--- src/rtl/path_tracer.sv ---
// path_tracer - walks a predecessor table from goal back to source, stacks the nodes
// in a LIFO and streams the path source-first over a valid/ready port.
module path_tracer #(
  parameter int              N_NODES = 64,
  parameter int              NODE_W  = 8,
  parameter logic [NODE_W-1:0] NONE_ID = 8'hFF,
  parameter int              MAX_LEN = 64
) (
  input  logic              clk,
  input  logic              rst,
  input  logic              start,
  input  logic [NODE_W-1:0] src,
  input  logic [NODE_W-1:0] goal,
  output logic              pred_rd,
  output logic [NODE_W-1:0] pred_addr,
  input  logic [NODE_W-1:0] pred_data,
  output logic              out_valid,
  input  logic              out_ready,
  output logic [NODE_W-1:0] out_node,
  output logic              out_last,
  output logic              busy,
  output logic              done,
  output logic              err,
  output logic [1:0]        err_code,
  output logic [6:0]        path_len
);

  localparam int SP_W = $clog2(MAX_LEN + 1);
  localparam int AW   = $clog2(MAX_LEN);
  localparam logic [NODE_W-1:0] N_ID   = NODE_W'(N_NODES);
  localparam logic [SP_W-1:0]   MAX_SP = SP_W'(MAX_LEN);
  localparam logic [SP_W-1:0]   SP_ONE = SP_W'(1);

  typedef enum logic [2:0] {IDLE, REQ, CHECK, EMIT, FIN, FAIL} state_t;

  state_t            state_q, state_d;
  logic [NODE_W-1:0] src_q, src_d;
  logic [NODE_W-1:0] cur_q, cur_d;
  logic [SP_W-1:0]   sp_q, sp_d;
  logic [SP_W-1:0]   len_q, len_d;
  logic [1:0]        err_code_q, err_code_d;
  logic [6:0]        path_len_q, path_len_d;

  logic [NODE_W-1:0] lifo_q [MAX_LEN];
  logic              push;
  logic [AW-1:0]     push_addr;
  logic [NODE_W-1:0] push_data;
  logic [AW-1:0]     rd_idx;

  // sp == MAX_LEN wraps the low bits to 0, so minus one still lands on the top entry.
  assign rd_idx = sp_q[AW-1:0] - AW'(1);

  always_comb begin
    state_d    = state_q;
    src_d      = src_q;
    cur_d      = cur_q;
    sp_d       = sp_q;
    len_d      = len_q;
    err_code_d = err_code_q;
    path_len_d = path_len_q;
    push       = 1'b0;
    push_addr  = '0;
    push_data  = '0;
    pred_rd    = 1'b0;
    pred_addr  = '0;
    out_valid  = 1'b0;
    out_node   = '0;
    out_last   = 1'b0;
    done       = 1'b0;
    err        = 1'b0;
    busy       = (state_q != IDLE);
    case (state_q)
      IDLE: begin
        if (start) begin
          if (src >= N_ID || goal >= N_ID) begin
            err_code_d = 2'd3;
            state_d    = FAIL;
          end else begin
            err_code_d = 2'd0;
            src_d      = src;
            cur_d      = goal;
            push       = 1'b1;
            push_addr  = '0;
            push_data  = goal;
            sp_d       = SP_ONE;
            len_d      = SP_ONE;
            state_d    = (goal == src) ? EMIT : REQ;
          end
        end
      end
      REQ: begin
        pred_rd   = 1'b1;
        pred_addr = cur_q;
        state_d   = CHECK;
      end
      CHECK: begin
        if (pred_data == NONE_ID || pred_data >= N_ID) begin
          err_code_d = 2'd1;
          sp_d       = '0;
          state_d    = FAIL;
        end else if (sp_q == MAX_SP) begin
          err_code_d = 2'd2;
          sp_d       = '0;
          state_d    = FAIL;
        end else begin
          push      = 1'b1;
          push_addr = sp_q[AW-1:0];
          push_data = pred_data;
          sp_d      = sp_q + SP_ONE;
          if (pred_data == src_q) begin
            len_d   = sp_q + SP_ONE;
            state_d = EMIT;
          end else begin
            cur_d   = pred_data;
            state_d = REQ;
          end
        end
      end
      EMIT: begin
        out_valid = 1'b1;
        out_node  = lifo_q[rd_idx];
        out_last  = (sp_q == SP_ONE);
        if (out_ready) begin
          sp_d = sp_q - SP_ONE;
          if (sp_q == SP_ONE) begin
            path_len_d = 7'(len_q);
            state_d    = FIN;
          end
        end
      end
      FIN: begin
        done    = 1'b1;
        state_d = IDLE;
      end
      FAIL: begin
        err     = 1'b1;
        state_d = IDLE;
      end
      default: state_d = IDLE;
    endcase
  end

  assign err_code = err_code_q;
  assign path_len = path_len_q;

  always_ff @(posedge clk or negedge rst) begin
    if (!rst) begin
      state_q    <= IDLE;
      src_q      <= '0;
      cur_q      <= '0;
      sp_q       <= '0;
      len_q      <= '0;
      err_code_q <= '0;
      path_len_q <= '0;
    end else begin
      state_q    <= state_d;
      src_q      <= src_d;
      cur_q      <= cur_d;
      sp_q       <= sp_d;
      len_q      <= len_d;
      err_code_q <= err_code_d;
      path_len_q <= path_len_d;
    end
  end

  // Stack storage needs no reset; only entries below sp are ever read.
  always_ff @(posedge clk) begin
    if (push) begin
      lifo_q[push_addr] <= push_data;
    end
  end

endmodule
--- config.mk ---
export PLATFORM = sky130hd
export DESIGN_NAME = path_tracer
export DESIGN_NICKNAME = d
export VERILOG_FILES = /design/src/rtl/path_tracer.sv
export SDC_FILE = /design/constraint.sdc
export NUM_CORES = 1
export LEC_CHECK = 0
export BUFFER_PORTS_ARGS = -buffer_cell sky130_fd_sc_hd__buf_4
export CAP_MARGIN = 5
export CORE_MARGIN = 3
export CORE_UTILIZATION = 30
export CTS_CLUSTER_SIZE = 16
export DETAILED_ROUTE_END_ITERATION = 10
export PLACE_DENSITY_LB_ADDON = 0.3
export SLEW_MARGIN = 20
export SYNTH_ARGS = -nofsm -noshare
export SYNTH_HDL_FRONTEND = slang
export SYNTH_SLANG_ARGS = --single-unit
--- constraint.sdc ---
create_clock -name clk -period 3.85 [get_ports clk]
set_clock_uncertainty 0.2 [all_clocks]
set_input_delay 0.385 -clock clk [delete_from_list [all_inputs] [get_ports clk]]
set_output_delay 0.385 -clock clk [all_outputs]
set_load 0.01 [all_outputs]
Word-level counts from Yosys, hierarchy flattened
Memory sizes are Yosys's and may differ from the RTL's. Cells that the tools add are included.

Bits in registers: 42. Latch bits: 0. Memory bits (writable): 512. Bits in read-only memories: 0. Input bits: 28. Output and inout bits: 31. Logic and storage cells: 99. Memories kept: 1.

$add $sub $neg: 3. $mul: 0. Div/mod/pow operators: 0. $lt $le $gt $ge: 3. Eq/ne operators: 19. Shift-type cells: 0. Mux-type cells: 52. Bitwise gates (word level): 1. Reduce and logical (&&, ||, !) cells: 13.

Memory list: lifo_q (words 64, bits a word 8, read ports 1, clocked after memory_dff 0, write ports 1, line 44) `logic [NODE_W-1:0] lifo_q [MAX_LEN];`.

Operator list (count): 8-bit two-way mux (11); 7-bit two-way mux (8); 8-bit one-hot mux with 2 select lines (2); 8-bit by 7-bit >= comparator with 1-bit output, second input constant (3); 7-bit one-hot mux with 3 select lines (1); 3-bit two-way mux (6); 6-bit two-way mux (3); 8-bit == test (2); 2-bit != test, second input constant (8); 7-bit one-hot mux with 2 select lines (1); 2-bit two-way mux (6); 3-bit one-hot mux with 4 select lines (1); 3-bit AND reduction (4); 6-bit AND reduction (2); 1-bit two-way mux (11); 8-bit == test, second input constant (1); 7-bit by 1-bit adder with 7-bit output, second input constant (1); 7-bit by 1-bit == test with 1-bit output, second input constant (1); 7-bit == test, second input constant (1); 7-bit by 1-bit subtractor with 7-bit output, second input constant (1); 3-bit by 2-bit == test with 1-bit output, second input constant (2); 3-bit == test, second input constant (2); 3-bit nonzero test (2); 6-bit by 1-bit subtractor with 6-bit output, second input constant (1); 9 further kinds (10).

Logic depth before layout (Yosys ltp)
Depth in word-level cells: 7. Depth in mapped cells: 13. Gate-level depth less buffers: 7.

Worst setup path after synthesis
No wires, ideal clock.

Path type: register -> output. From: reg sp_q[0]. To: out out_node[0]. Arrival: 3.238 ns. Data required time: 3.265 ns. Setup slack: 0.027 ns. Cell stages (with the launch flop): 12. Buffers on the path: 5. Cells stage by stage: dfrtp_1 buf_2 buf_2 buf_2 inv_1 ha_1 buf_2 clkbuf_1 mux4_2 mux4_2 o22ai_1 o211ai_1.

Word-level cells in the longest chain between the ends: 3.

RTL lines: start, declared (line 39) `logic [SP_W-1:0] sp_q, sp_d;`; start signal, assigned (line 159) `sp_q <= sp_d;`; 6-bit by 1-bit subtractor with 6-bit output (line 51) `assign rd_idx = sp_q[AW-1:0] - AW'(1);`; memory read 64 x 8 bit; 8-bit two-way mux (line 72) `case (state_q)`; end, declared (line 19) `output logic [NODE_W-1:0] out_node,`.

No other way between the ends.

Final worst setup path
From: reg sp_q[0]. To: out out_node[1].

Same word-level chain as after synthesis.

==> impl_results.md <==
* Status: finished with violations
* Failing checks: setup timing
* Worst Setup Start Kind: flip-flop
* Initial antenna violation count at 0
* Register area at 16430 um^2
* Leakage power at about 9.7 nW
* Gate count of the mapped netlist at approximately 1200
* Flops & latches, synth at approximately 550
* Switching Share at 31.90%
* GR Util All Layers at 14.75%
* Post-Syn Area at about 22000 um^2
* Vias per inst at 4.832
* Synth Area per Inst at 18.18 um^2
* RSZ-0062 raised after global routing: true
* Post-DR wirelength/cell at between 20 and 25 um
* Maximum clock frequency at ~250 MHz
* CP Data Required Time at ~3.3 ns
* Power Internal at around 0.013 W
* FFs w/ async S/R, synth at under 10%
* Levels on crit path at 11
* Fill cell count at 6792
* Crit path DAT at 3.40 ns
* DP HPWL at about 35000 um
* Slowest cell on the critical path: o211ai_1
* Starting Density at between 30 and 40%
* ANT cells at 0
* Post-route setup TNS at -0.7334 ns
* Reg clk slew, reported paths at 0.06 ns
* Pwr Density at between 600 and 700 nW/um^2
* Cells on Worst Hold Path at 3
* CP Launch Point: sp_q[0]
* First-pass GRT wire length at roughly 86000 um
* Drt initial violations at ~1200
* Design area at ~28000 um^2
* Max Slew Vio Count at 0
* Drt drc at 0
* CTS Buf Count at 58
* Reg2Reg Launch Point: sp_q[0]
* Clock Path Buffers at 3
* Site row count at roughly 100
* Area of the multi-input gates at 6369 um^2
* CP endpoint kind: output port
* Clk network pwr share at between 20% and 30%
* Routed WL at around 57000 um
* Reg2reg path depth at 9
* Fin. Hold Viols at 0
* Worst path most repeated cell: buf_4
* Aggregate global routing overflow at 0
* # IOs at 59
* Crit Path Category: flip-flop to output port
* Crit path cell chain: inv_4 -> ha_4 -> buf_4 -> xor2_4 -> buf_6 -> buf_4 -> nor2_1 -> nor2_2 -> o22ai_4 -> o211ai_1 -> buf_4
* 1st-pass router iterations at 8
* CTS tree: done
* PnR worst setup slack at -0.1345 ns
* Hold_sp: out_ready
* Worst hold path class: primary input to flip-flop
* Worst-Skew Late Latency at ~0.62 ns
* Yosys cell types at 60
* WP buf/inv at 5
* # placed instances at about 2400
* Final nets at 1605
* Share of layout cells above drive strength 1 at approximately 29%
* Number of enable flip-flop cells after synthesis at 512
* Endpoints failing setup at 8
* Slew of the pin with the lowest slew margin at just over 0.9 ns
* Synth warn at 0
* Crit path time final at around 4.0 ns
* Max cap viols at 0
* Combinational power share at between 30% and 40%
* H-tree levels at 2
* Die height at 279.4 um
* GPL Wtd Cong at between 0.8 and 0.9
* Die width at around 280 um
* Sequential area share after synthesis at between 70% and 80%
* Net switching power at 0.006226 W
* Placed cell area at roughly 25000 um^2
* Rel. slew slack at a little under two fifths
* Max incr delay on CP at between 0.5 and 0.6 ns
* Clock Sinks at around 550
* CP top delay family: buffers and inverters
* Final ANT Viol Nets at 0
* DP Worst Slack at between 0.05 and 0.06 ns
* Post-layout util at 38.05%
* Layout area overhead at 24.64%
* Crit Path Max Fanout at 12
* Via count at approximately 12000
* Number of global-route vias before repair at around 13000
* PortBufs at slightly below 60
* Maximum vdd drop at roughly 430 uV
* Top FF cell, synth: edfxtp_1
* Core ar. at about 73000 um^2
* Root buffer cell: clkbuf_16
* Fin cells at roughly 2600
* Die Footprint at ~78000 um^2
* Period utilization at 103.5%
* Register share of total power at between 30% and 40%
* Largest net degree at the start of global routing at between 60 and 70
## sequential cells by signal, indices dropped and copies added (netlist names)
register and cells:
cur_q 8, err_code 2, len_q 7, lifo_q 512, path_len 7, sp_q 7
src_q 8, state_q 3
## Yosys cell counts, types with 2 or more instances
| cell | number | share of area [%] |
|---|---|---|
| o32ai_1 | 2 | 0.078 |
| buf_1 | 7 | 0.12 |
| nand4_1 | 7 | 0.20 |
| nor3_1 | 5 | 0.11 |
| o2bb2ai_1 | 5 | 0.20 |
| mux2i_1 | 2 | 0.089 |
| a21boi_0 | 2 | 0.067 |
| xnor2_1 | 11 | 0.43 |
| o21a_1 | 2 | 0.067 |
| nand3_1 | 52 | 1.2 |
| xor2_1 | 15 | 0.59 |
| o21ai_2 | 2 | 0.078 |
| dfrtp_1 | 42 | 4.7 |
| nor3b_1 | 4 | 0.13 |
| nand2_1 | 119 | 2.0 |
| o22ai_1 | 15 | 0.42 |
| nand3b_1 | 4 | 0.13 |
| and3_1 | 4 | 0.11 |
| o211ai_1 | 7 | 0.23 |
| mux4_2 | 137 | 14 |
| clkbuf_1 | 33 | 0.55 |
| and2_1 | 14 | 0.39 |
| o21ai_0 | 5 | 0.11 |
| nor2_1 | 119 | 2.0 |
| a221o_1 | 2 | 0.089 |
| ha_1 | 4 | 0.22 |
| a22oi_1 | 2 | 0.067 |
| mux2_2 | 15 | 0.75 |
| inv_1 | 9 | 0.15 |
| buf_2 | 20 | 0.45 |
| a22o_1 | 10 | 0.39 |
| a2bb2oi_1 | 2 | 0.078 |
| a21oi_1 | 6 | 0.13 |
| nor4_1 | 7 | 0.20 |
| edfxtp_1 | 512 | 69 |
| nand4b_1 | 4 | 0.16 |
| nand2b_1 | 2 | 0.056 |
## metrics by stage
| step | power (W) | hold WS [ns] |
|---|---|---|
| after global placement | 0.01282 | 0.2172 |
| after floorplan | 0.01075 | -0.1106 |
| after CTS | 0.01948 | 0.01000 |
| after global routing | 0.02039 | 0.07018 |
| final | 0.01951 | 0.05796 |
| after detailed placement | 0.01283 | 0.2177 |
## worst register-to-register path, stage by stage (launching register included)
cell and delay [ns]:
dfrtp_4 0.47, inv_4 0.05, buf_4 0.13, buf_4 0.15
ha_1 0.19, nand2_1 0.15, o211a_1 0.19, buf_4 0.24
nand4b_1 0.47, nor2_1 0.78
## logic make-up (layout without fill, tap and decap cells)
logic type	after synthesis	after routing	synth area share, %
AND/OR/NAND/NOR	350	350	7.037
AO/OA/AOI/OAI	71	71	2.349
flip-flops	554	554	73.26
adder cells (fa/ha/maj)	4	4	0.2232
buffers and inverters	70	333	1.300
XOR/XNOR	28	28	1.161
other	1	128	0.01673
multiplexers	155	155	14.65
## power groups by stage
| stage | Sequential, W | Combinational (W) | Clock, W |
|---|---|---|---|
| 6_report | 0.00681 | 0.00713 | 0.00558 |
| 2_1_floorplan | 0.00688 | 0.00387 | 0 |
| 3_3_place_gp | 0.00692 | 0.00591 | 0 |
| 5_1_grt | 0.00682 | 0.00761 | 0.00596 |
| 3_5_place_dp | 0.00693 | 0.00591 | 0 |
| 4_1_cts | 0.00680 | 0.00698 | 0.00570 |
## cell type report
cell class | count | share of cell area [%]
timing repair buffer | 214 | 7.159
clock buffer | 71 | 5.516
clock inverter | 39 | 1.325
multi-input combinational | 736 | 22.79
tap | 959 | 4.294
sequential | 554 | 58.79
inverter | 9 | 0.1298
## layer usage
| layer | track usage, % | part of all wire, % | up-vias |
|---|---|---|---|
| li1 | - | - | 5469 |
| met1 | 21.86 | 46 | 6508 |
| met2 | 22.31 | 45 | 423 |
| met3 | 3.017 | 7.3 | 75 |
| met4 | 3.684 | 1.9 | 0 |
| met5 | 0 | 0 | - |
## cells in the final DEF (no fill, tap or decap), drive strengths merged, types with 4 or more instances in the layout
cell | netlist | layout
a21oi | 6 | 6
a22o | 10 | 10
and2 | 14 | 14
and3 | 4 | 4
buf | 28 | 189
bufinv | 0 | 5
clkbuf | 33 | 74
clkinv | 0 | 28
conb | 1 | 128
dfrtp | 42 | 42
dlygate4sd3 | 0 | 20
edfxtp | 512 | 512
ha | 4 | 4
inv | 9 | 13
mux2 | 16 | 16
mux4 | 137 | 137
nand2 | 119 | 119
nand3 | 52 | 52
nand3b | 4 | 4
nand4 | 7 | 7
nand4b | 4 | 4
nor2 | 119 | 119
nor3 | 6 | 6
nor3b | 6 | 6
nor4 | 8 | 8
o211ai | 7 | 7
o21ai | 7 | 7
o22ai | 15 | 15
o2bb2ai | 5 | 5
xnor2 | 12 | 12
xor2 | 16 | 16
## repair_timing
| item | CTS | global route |
|---|---|---|
| resized for setup | 44 | 13 |
| endpoints found under the hold margin | 59 | 0 |
| hold buffers | 20 | 0 |
| pin swaps | 13 | 12 |
| cloned | 5 | 2 |
| setup endpoints to repair | 8 | 8 |
| setup buffers | 19 | 4 |
## final timing paths
kind                                  to  slack [ns]
max                          out_node[1]       -0.13
min                           state_q[2]        0.06
max reg2reg                lifo_q[35][4]        0.43
min reg2reg                     cur_q[6]        0.28
max in group asynchronous        sp_q[0]        2.90
min in group asynchronous    path_len[1]        0.11
Note: power is estimated with default switching activity, not from simulation.
